===== config.mk =====
export PLATFORM = sky130hd
export DESIGN_NAME = uart_tx_fifo
export DESIGN_NICKNAME = d
export VERILOG_FILES = /design/src/rtl/uart_tx_fifo.sv
export SDC_FILE = /design/constraint.sdc
export NUM_CORES = 1
export LEC_CHECK = 0
export BUFFER_PORTS_ARGS = -buffer_cell sky130_fd_sc_hd__buf_2
export CORE_MARGIN = 1.5
export CORE_UTILIZATION = 35
export CTS_CLUSTER_SIZE = 28
export DETAILED_ROUTE_END_ITERATION = 10
export GPL_TIMING_DRIVEN = 0
export SLEW_MARGIN = 20
export SYNTH_ARGS = -nofsm -noshare
export SYNTH_HDL_FRONTEND = slang
export SYNTH_SLANG_ARGS = --single-unit

===== constraint.sdc =====
create_clock -name i_Clk -period 5.99 [get_ports i_Clk]
set_input_delay 0.8985 -clock i_Clk [delete_from_list [all_inputs] [get_ports i_Clk]]
set_output_delay 0.8985 -clock i_Clk [all_outputs]
set_load 0.05 [all_outputs]

===== src/rtl/uart_tx_fifo.sv =====
// UART transmitter with an internal word FIFO.
// Data width, parity mode and stop-bit count are fixed at elaboration. Queued words are sent
// back-to-back, with no idle gap between frames.
//
// Ports:
//   i_Clk         system clock, rising edge
//   i_reset       asynchronous active-high reset
//   i_data        word to queue
//   i_valid       i_data valid; accepted when o_ready is high at the clock edge
//   o_ready       FIFO not full
//   o_tx_serial   serial line, idles high
//   o_tx_done     one-cycle pulse during the last cycle of each frame's final stop bit
//   o_busy        a frame is on the line
//   o_fifo_count  number of queued words
module uart_tx_fifo #(
  parameter int unsigned CLK_HZ     = 25000000,
  parameter int unsigned BAUD_RATE  = 115200,
  parameter int unsigned DATA_BITS  = 8,
  parameter int unsigned PARITY     = 0,
  parameter int unsigned STOP_BITS  = 1,
  parameter int unsigned FIFO_DEPTH = 4
) (
  input  logic                          i_Clk,
  input  logic                          i_reset,
  input  logic [DATA_BITS-1:0]          i_data,
  input  logic                          i_valid,
  output logic                          o_ready,
  output logic                          o_tx_serial,
  output logic                          o_tx_done,
  output logic                          o_busy,
  output logic [$clog2(FIFO_DEPTH):0]   o_fifo_count
);

  localparam int unsigned ClksPerBit = CLK_HZ / BAUD_RATE;
  localparam int unsigned BaudW      = (ClksPerBit > 1) ? $clog2(ClksPerBit) : 1;
  localparam int unsigned PtrW       = $clog2(FIFO_DEPTH);

  localparam logic [BaudW-1:0] BaudLast = BaudW'(ClksPerBit - 1);
  localparam logic [3:0]       DataLast = 4'(DATA_BITS - 1);
  localparam logic [3:0]       StopLast = 4'(STOP_BITS - 1);
  localparam logic [PtrW:0]    CountFull = (PtrW + 1)'(FIFO_DEPTH);

  // ---------------------------------------------------------------------------------------------
  // FIFO
  // ---------------------------------------------------------------------------------------------
  logic [DATA_BITS-1:0] mem_q [FIFO_DEPTH];
  logic [PtrW-1:0]      wr_ptr_q, rd_ptr_q;
  logic [PtrW:0]        count_q;
  logic                 full, push, pop;
  logic [DATA_BITS-1:0] head;

  assign full         = (count_q == CountFull);
  assign o_ready      = ~full;
  assign push         = i_valid & ~full;
  assign head         = mem_q[rd_ptr_q];
  assign o_fifo_count = count_q;

  // Storage needs no reset; occupancy is tracked by the pointers and count alone.
  always_ff @(posedge i_Clk) begin
    if (push) begin
      mem_q[wr_ptr_q] <= i_data;
    end
  end

  always_ff @(posedge i_Clk or posedge i_reset) begin
    if (i_reset) begin
      wr_ptr_q <= '0;
      rd_ptr_q <= '0;
      count_q  <= '0;
    end else begin
      if (push) wr_ptr_q <= wr_ptr_q + PtrW'(1);
      if (pop)  rd_ptr_q <= rd_ptr_q + PtrW'(1);
      case ({push, pop})
        2'b10:   count_q <= count_q + (PtrW + 1)'(1);
        2'b01:   count_q <= count_q - (PtrW + 1)'(1);
        default: count_q <= count_q;
      endcase
    end
  end

  // ---------------------------------------------------------------------------------------------
  // Transmit FSM
  // ---------------------------------------------------------------------------------------------
  typedef enum logic [2:0] {StIdle, StStart, StData, StParity, StStop} state_e;

  state_e               state_q, state_d;
  logic [BaudW-1:0]     baud_q, baud_d;
  logic [3:0]           idx_q, idx_d;     // data-bit index in StData, stop-bit index in StStop
  logic [DATA_BITS-1:0] shift_q, shift_d;
  logic                 par_q, par_d;
  logic                 tx_q, tx_d;
  logic                 busy_q, busy_d;
  logic                 done_q, done_d;
  logic                 bit_end;
  logic                 load;
  logic                 head_par;

  // Even mode: parity = XOR of data, so the total count of ones is even; odd mode inverts it.
  assign head_par = (PARITY == 1) ? ~^head : ^head;

  always_comb begin
    state_d = state_q;
    baud_d  = baud_q;
    idx_d   = idx_q;
    shift_d = shift_q;
    par_d   = par_q;
    tx_d    = tx_q;
    pop     = 1'b0;
    load    = 1'b0;
    bit_end = (baud_q == BaudLast);

    if (state_q != StIdle) begin
      baud_d = bit_end ? '0 : baud_q + BaudW'(1);
    end

    unique case (state_q)
      StIdle: begin
        baud_d = '0;
        tx_d   = 1'b1;
        if (count_q != '0) load = 1'b1;
      end
      StStart: begin
        if (bit_end) begin
          state_d = StData;
          tx_d    = shift_q[0];
          idx_d   = '0;
        end
      end
      StData: begin
        if (bit_end) begin
          if (idx_q == DataLast) begin
            idx_d = '0;
            if (PARITY != 0) begin
              state_d = StParity;
              tx_d    = par_q;
            end else begin
              state_d = StStop;
              tx_d    = 1'b1;
            end
          end else begin
            idx_d   = idx_q + 4'd1;
            shift_d = shift_q >> 1;
            tx_d    = shift_q[1];
          end
        end
      end
      StParity: begin
        if (bit_end) begin
          state_d = StStop;
          tx_d    = 1'b1;
          idx_d   = '0;
        end
      end
      StStop: begin
        if (bit_end) begin
          if (idx_q == StopLast) begin
            // Chain straight into the next start bit when more words are queued.
            if (count_q != '0) begin
              load = 1'b1;
            end else begin
              state_d = StIdle;
              tx_d    = 1'b1;
            end
          end else begin
            idx_d = idx_q + 4'd1;
          end
        end
      end
      default: begin
        state_d = StIdle;
        tx_d    = 1'b1;
      end
    endcase

    if (load) begin
      pop     = 1'b1;
      shift_d = head;
      par_d   = head_par;
      state_d = StStart;
      tx_d    = 1'b0;
      baud_d  = '0;
      idx_d   = '0;
    end

    busy_d = (state_d != StIdle);
    // Registered pulse: assert when the next cycle is the final cycle of the final stop bit.
    done_d = (state_d == StStop) && (baud_d == BaudLast) && (idx_d == StopLast);
  end

  always_ff @(posedge i_Clk or posedge i_reset) begin
    if (i_reset) begin
      state_q <= StIdle;
      baud_q  <= '0;
      idx_q   <= '0;
      shift_q <= '0;
      par_q   <= 1'b0;
      tx_q    <= 1'b1;
      busy_q  <= 1'b0;
      done_q  <= 1'b0;
    end else begin
      state_q <= state_d;
      baud_q  <= baud_d;
      idx_q   <= idx_d;
      shift_q <= shift_d;
      par_q   <= par_d;
      tx_q    <= tx_d;
      busy_q  <= busy_d;
      done_q  <= done_d;
    end
  end

  assign o_tx_serial = tx_q;
  assign o_busy      = busy_q;
  assign o_tx_done   = done_q;

endmodule

Yosys cells after proc, flatten, opt, wreduce, memory -nomap -nowiden
Memories as Yosys holds them, arrays and structs flattened.
Cells that the tools add are included.
- bitwise gates (word level): 2
- reduce and logical (&&, ||, !) cells: 14
- muxes and demuxes: 41
- $add $sub $neg: 6
- equal/unequal tests: 18
- operator list (cell ; number):
    $mux W8 ; 8
    $mux W3 ; 8
    $mux W4 ; 6
    $ne A3 B3 Y1 const B ; 6
    $eq A8 B8 Y1 const B ; 2
    $pmux W3 S5 ; 1
    $mux W1 ; 14
    $pmux W4 S3 ; 1
    $eq A3 B3 Y1 const B ; 3
    $reduce_bool A3 Y1 ; 3
    $add A8 B1 Y8 const B ; 1
    $logic_not A4 Y1 ; 2
    $eq A3 B2 Y1 const B ; 2
    $pmux W3 S2 ; 1
    $reduce_and A6 Y1 ; 1
    $reduce_bool A2 Y1 ; 3
    $add A2 B1 Y2 const B ; 2
    $add A4 B1 Y4 const B ; 1
    $eq A4 B3 Y1 const B ; 1
    $pmux W1 S4 ; 1
    $add A3 B1 Y3 const B ; 1
    $eq A3 B1 Y1 const B ; 1
    $logic_not A3 Y1 ; 1
    $reduce_and A3 Y1 ; 1
    other kinds (9) ; 10
- input port bits: 11
- word-level logic and storage cells: 92
- output and inout port bits: 7
- memory bits (writable): 32
- memories kept: 1
- register bits after elaboration: 33
- memory list (name ; depth ; width ; read ports ; clocked after Yosys merged registers in ; wr ports ; line ; text):
    mem_q ; 4 ; 8 ; 1 ; 0 ; 1 ; 46 ; logic [DATA_BITS-1:0] mem_q [FIFO_DEPTH];

Longest topological paths before layout
- depth in word-level cells: 9
- gate-level depth with buffers: 14
- mapped depth without buffers: 12

Least setup slack after synthesis
OpenSTA, ideal clock, no wires.
- path kind: reg2reg
- start point: reg idx_q[0]
- end point: reg count_q[2] (netlist: o_fifo_count[2])
- required time: 5908 ps
- cell stages (with the launch flop): 15
- arrival time: 2669 ps
- buffers on the path: 2
- library setup time: 82 ps
- path slack: 3239 ps
- cell sequence: dfrtp_1 > inv_1 > ha_1 > or3b_1 > buf_2 > o31ai_2 > nand3_2 > clkinv_4 > buf_4 > ha_1 > inv_1 > fa_1 > xor2_1 > nor2_1 > xor2_1
- cells in the longest elaborated chain, start to end: 7
- RTL lines (element ; line ; text):
    start, declared ; 88 ; logic [3:0] idx_q, idx_d;
    start signal, assigned ; 203 ; idx_q <= idx_d;
    $logic_not A4 Y1 (*) ; 156 ; if (idx_q == StopLast) begin
    $mux W1 (*) ; 156 ;
    $mux W1 (*) ; 155 ; if (bit_end) begin
    $pmux W1 S2 (*) ; 116 ; unique case (state_q)
    via load ; 95 ; logic load;
    $mux W1 (*) ; 175 ; if (load) begin
    $eq A2 B1 Y1 or $eq A2 B2 Y1 (tied branches) ; 73 ; case ({push, pop})
    $pmux W3 S2 or $reduce_bool A2 Y1 (tied branches) ; -- ;
    end signal, assigned ; 74 ; 2'b10: count_q <= count_q + (PtrW + 1)'(1);
    end signal, assigned ; 75 ; 2'b01: count_q <= count_q - (PtrW + 1)'(1);
    end signal, assigned ; 76 ; default: count_q <= count_q;
    end, declared ; 48 ; logic [PtrW:0] count_q;
The timed path passes the listed nets; every way through them passes the cells marked *.
A chain may end at the register's enable or synchronous reset.

Worst setup path in the final report
Ends and elaborated chain as after synthesis.

==> flow_metrics.env <==
export IMPL_status="finished, final reports clean"
export IMPL_cts_resized=0
export IMPL_syn_nets=263
export IMPL_path_class="reg2reg"
export IMPL_clock_tree_buffer_depth=2
export IMPL_finalPower_mw=1.08
export IMPL_fin_skew_ns=0.00626
export IMPL_max_cap_viol_count=0
export IMPL_postSynth_asyncResetShare_pct=50.8
export IMPL_slew_violations=0
export IMPL_fin_ws_ns=2.97
export IMPL_cp_end_kind="register"
export IMPL_cts_htree_levels=3
export IMPL_wl_per_cell_um=14.1
export IMPL_root_buffer="clkbuf_8"
export IMPL_setup_viol=0
export IMPL_finalNetCount=291
export IMPL_io_buffers=17
export IMPL_cts_tree="built"
export IMPL_hold_violations=0
export IMPL_period_needed_ns=3.02
export IMPL_synth_avg_cell_area_um2=12.8
export IMPL_cts_made_buffers=9
export IMPL_worst_pin_slew_ns=0.796
export IMPL_grt_pass1_vias=1929
export IMPL_ys_ff_latch=65
export IMPL_grt_pass1_wl_um=9290
export IMPL_fin_setup_tns_ns=0
export IMPL_ys_types=57
export IMPL_synth_yosys_warnings=0
export IMPL_hold_class="reg2reg"
export IMPL_io_pins=18
export IMPL_ys_flop_type="edfxtp_1"
export IMPL_clock_sinks=65
export IMPL_holdWs_ns=0.481
export IMPL_antenna_found_initial=0
export IMPL_diodes=0
export IMPL_start_util_pct=35.9
export IMPL_cts_hold_buf=0
export IMPL_wirelength_um=5410
export IMPL_crit_required_ns=6.26
export IMPL_leakage_nw=1.37
export IMPL_sequentialPowerShare_pct=52.0
export IMPL_dp_hpwl_um=3730
export IMPL_vias_per_cell=5.04
export IMPL_p_comb_share_pct=17.3
export IMPL_syn_area_mm2=0.00310
export IMPL_synth_cells=242
export IMPL_grt_max_degree=34
export IMPL_grt_util_all_layers_pct=12.7
export IMPL_start_kind="register"
export IMPL_worstPathCellList="inv_1 -> ha_1 -> or3b_1 -> buf_2 -> o31ai_2 -> nand3_2 -> clkinv_4 -> buf_4 -> ha_1 -> inv_1 -> fa_1 -> xor2_1 -> nor2_1 -> xor2_1"
export IMPL_die_height_um=97.1
export IMPL_place_congestion=0.812
export IMPL_power_net_switching_mw=0.331
export IMPL_clk_latency_ns=0.35
export IMPL_p_sw_share_pct=30.8
export IMPL_row_count=34
export IMPL_seq_area_frac_synth_pct=57.7
export IMPL_synth_edf_count=32
export IMPL_p_per_area_mw_per_mm2=308
export IMPL_ant_nets=0
export IMPL_min_period_over_period_pct=50.3
export IMPL_drt_initial_drc_count=86
export IMPL_drc=0
export IMPL_drive_above_1_share_pct=21.1
export IMPL_fp_coreArea_mm2=0.00864
export IMPL_max_stage_delay_ns=0.44
export IMPL_clkPwrFrac_pct=30.8
export IMPL_worst_ep_arrival_time_ns=3.29
export IMPL_dr_pass1_iters=4
export IMPL_fp_dieW_um=97.1
export IMPL_crit_fanout=10
export IMPL_syn2layout_area_growth_pct=12.8
export IMPL_ir_drop_mv=0.243
export IMPL_post_cts_setup_buffers=0
export IMPL_overflow=0
export IMPL_num_vias=1931
export IMPL_fmax_mhz=332
export IMPL_dp_slack_ns=2.96
export IMPL_clkTransAtPathRegs_ns=0.07
export IMPL_die_area_mm2=0.00943
export IMPL_p_int_mw=0.745
export IMPL_relSlewSlack_pct=46.9
export IMPL_cp_slowest_cell="dfrtp_1"
export IMPL_rsz0062_at_grt="no"
export IMPL_fin_util_pct=40.5
## critical path, delay by kind of cell, from the launching register on
family / cells / cell delay (ns)
adders and majority gates: 3 / 0.70
xor gates and xnor gates: 2 / 0.30
AOI/OAI and AO/OA: 1 / 0.22
DFF: 1 / 0.44
buffers and inverters: 5 / 0.64
and+or+nand+nor: 3 / 0.64
## final timing paths
kind,startpoint,end,slack (ns),cells past startpoint
min in group asynchronous,i_reset,shift_q[2]$_DFFE_PP0P_,0.66,2
worst max register to register,idx_q[0]$_DFF_PP0_,o_fifo_count[2]$_DFFE_PP0P_,2.97,14
worst min register to register,shift_q[2]$_DFFE_PP0P_,shift_q[2]$_DFFE_PP0P_,0.48,1
worst max-delay path,idx_q[0]$_DFF_PP0_,o_fifo_count[2]$_DFFE_PP0P_,2.97,14
max in group asynchronous,i_reset,idx_q[0]$_DFF_PP0_,4.88,2
worst min-delay path,shift_q[2]$_DFFE_PP0P_,shift_q[2]$_DFFE_PP0P_,0.48,1
## synthesized netlist by cell type (all sizes together) (2+ instances only)
cell type | n | area (um^2)
nand4 | 3 | 18.8
o22ai | 2 | 12.5
nor3 | 6 | 30.0
dfrtp | 32 | 801
edfxtp | 32 | 961
a21o | 6 | 45.0
and3 | 4 | 25.0
nor2 | 14 | 52.6
nand3 | 5 | 35.0
a21oi | 9 | 48.8
nor3b | 2 | 15.0
nor4b | 2 | 23.8
clkbuf | 5 | 21.3
o21ai | 10 | 50.1
a22o | 5 | 43.8
inv | 13 | 48.8
mux4 | 8 | 180
nor4 | 3 | 18.8
nand2 | 13 | 48.8
and2 | 5 | 31.3
nand3b | 2 | 15.0
o31ai | 4 | 48.8
xnor2 | 6 | 52.6
buf | 7 | 42.5
nand4bb | 2 | 22.5
nand2b | 4 | 25.0
or3 | 3 | 18.8
xor2 | 6 | 52.6
mux2i | 3 | 30.0
ha | 9 | 113
## cell usage in the layout (no fill, tap or decap), drive strengths merged, types with 2 or more instances in the layout
master,Yosys,layout
clkinv,1,4
nand2b,4,4
nor4b,2,2
buf,7,24
nor3b,2,2
a22o,5,5
mux2i,3,3
nand4bb,2,2
nand2,13,13
nand3,5,5
o22ai,2,2
a21o,6,6
a21oi,9,9
o31ai,4,4
ha,9,9
nand3b,2,2
and2,5,5
mux4,8,8
dfrtp,32,32
xnor2,6,6
edfxtp,32,32
nand4,3,3
and3,4,4
nor2,14,14
o21ai,10,10
nor3,6,6
clkbuf,5,14
or3,3,3
xor2,6,6
inv,13,16
nor4,3,3
## power by group through the flow
stage / Clock (mW) / Sequential, mW / Combinational, mW
3_5_place_dp: 0 / 0.568 / 0.190
5_1_grt: 0.364 / 0.565 / 0.206
4_1_cts: 0.343 / 0.559 / 0.190
2_1_floorplan: 0 / 0.598 / 0.104
3_3_place_gp: 0 / 0.566 / 0.182
6_report: 0.331 / 0.559 / 0.186
## cell families after synthesis
kind of cell | share of synthesized area (%)
AOI/OAI and AO/OA | 10.1
xor gates and xnor gates | 3.39
adders and majority gates | 4.28
buffers and inverters | 3.92
DFF | 57.7
muxes | 6.78
and+or+nand+nor | 13.8
## stage by stage
stage          cells  instance area, um^2
2_1_floorplan    242                 3100
3_3_place_gp     367                 3320
3_5_place_dp     367                 3320
4_1_cts          383                 3490
5_1_grt          383                 3490
6_report         383                 3490
## layout make-up
type                    count  area [um^2]
plain buffers              12         63.8
clock buffers               9          124
clock inverters             7         51.3
fillers                   827         5140
inverters                  14         57.6
multi-input cells         151         1190
flip-flops and latches     65         1790
well taps                 108          135
repair buffers             17         85.1
## state kept, by name, indices dropped and copies added, names as in the netlist
signal        count
baud_q            8
idx_q             4
mem_q            32
o_busy            1
o_fifo_count      3
o_tx_done         1
o_tx_serial       1
rd_ptr_q          2
shift_q           8
state_q           3
wr_ptr_q          2
## routing by layer
metal / GRT usage (%) / routed length (um) / up-vias
li1: - / - / 944
met1: 16.0 / 2510 / 945
met2: 20.0 / 2600 / 32
met3: 3.45 / 178 / 10
met4: 6.47 / 121 / 0
met5: 0 / 0 / -
Power figures use the tool's default switching activity.
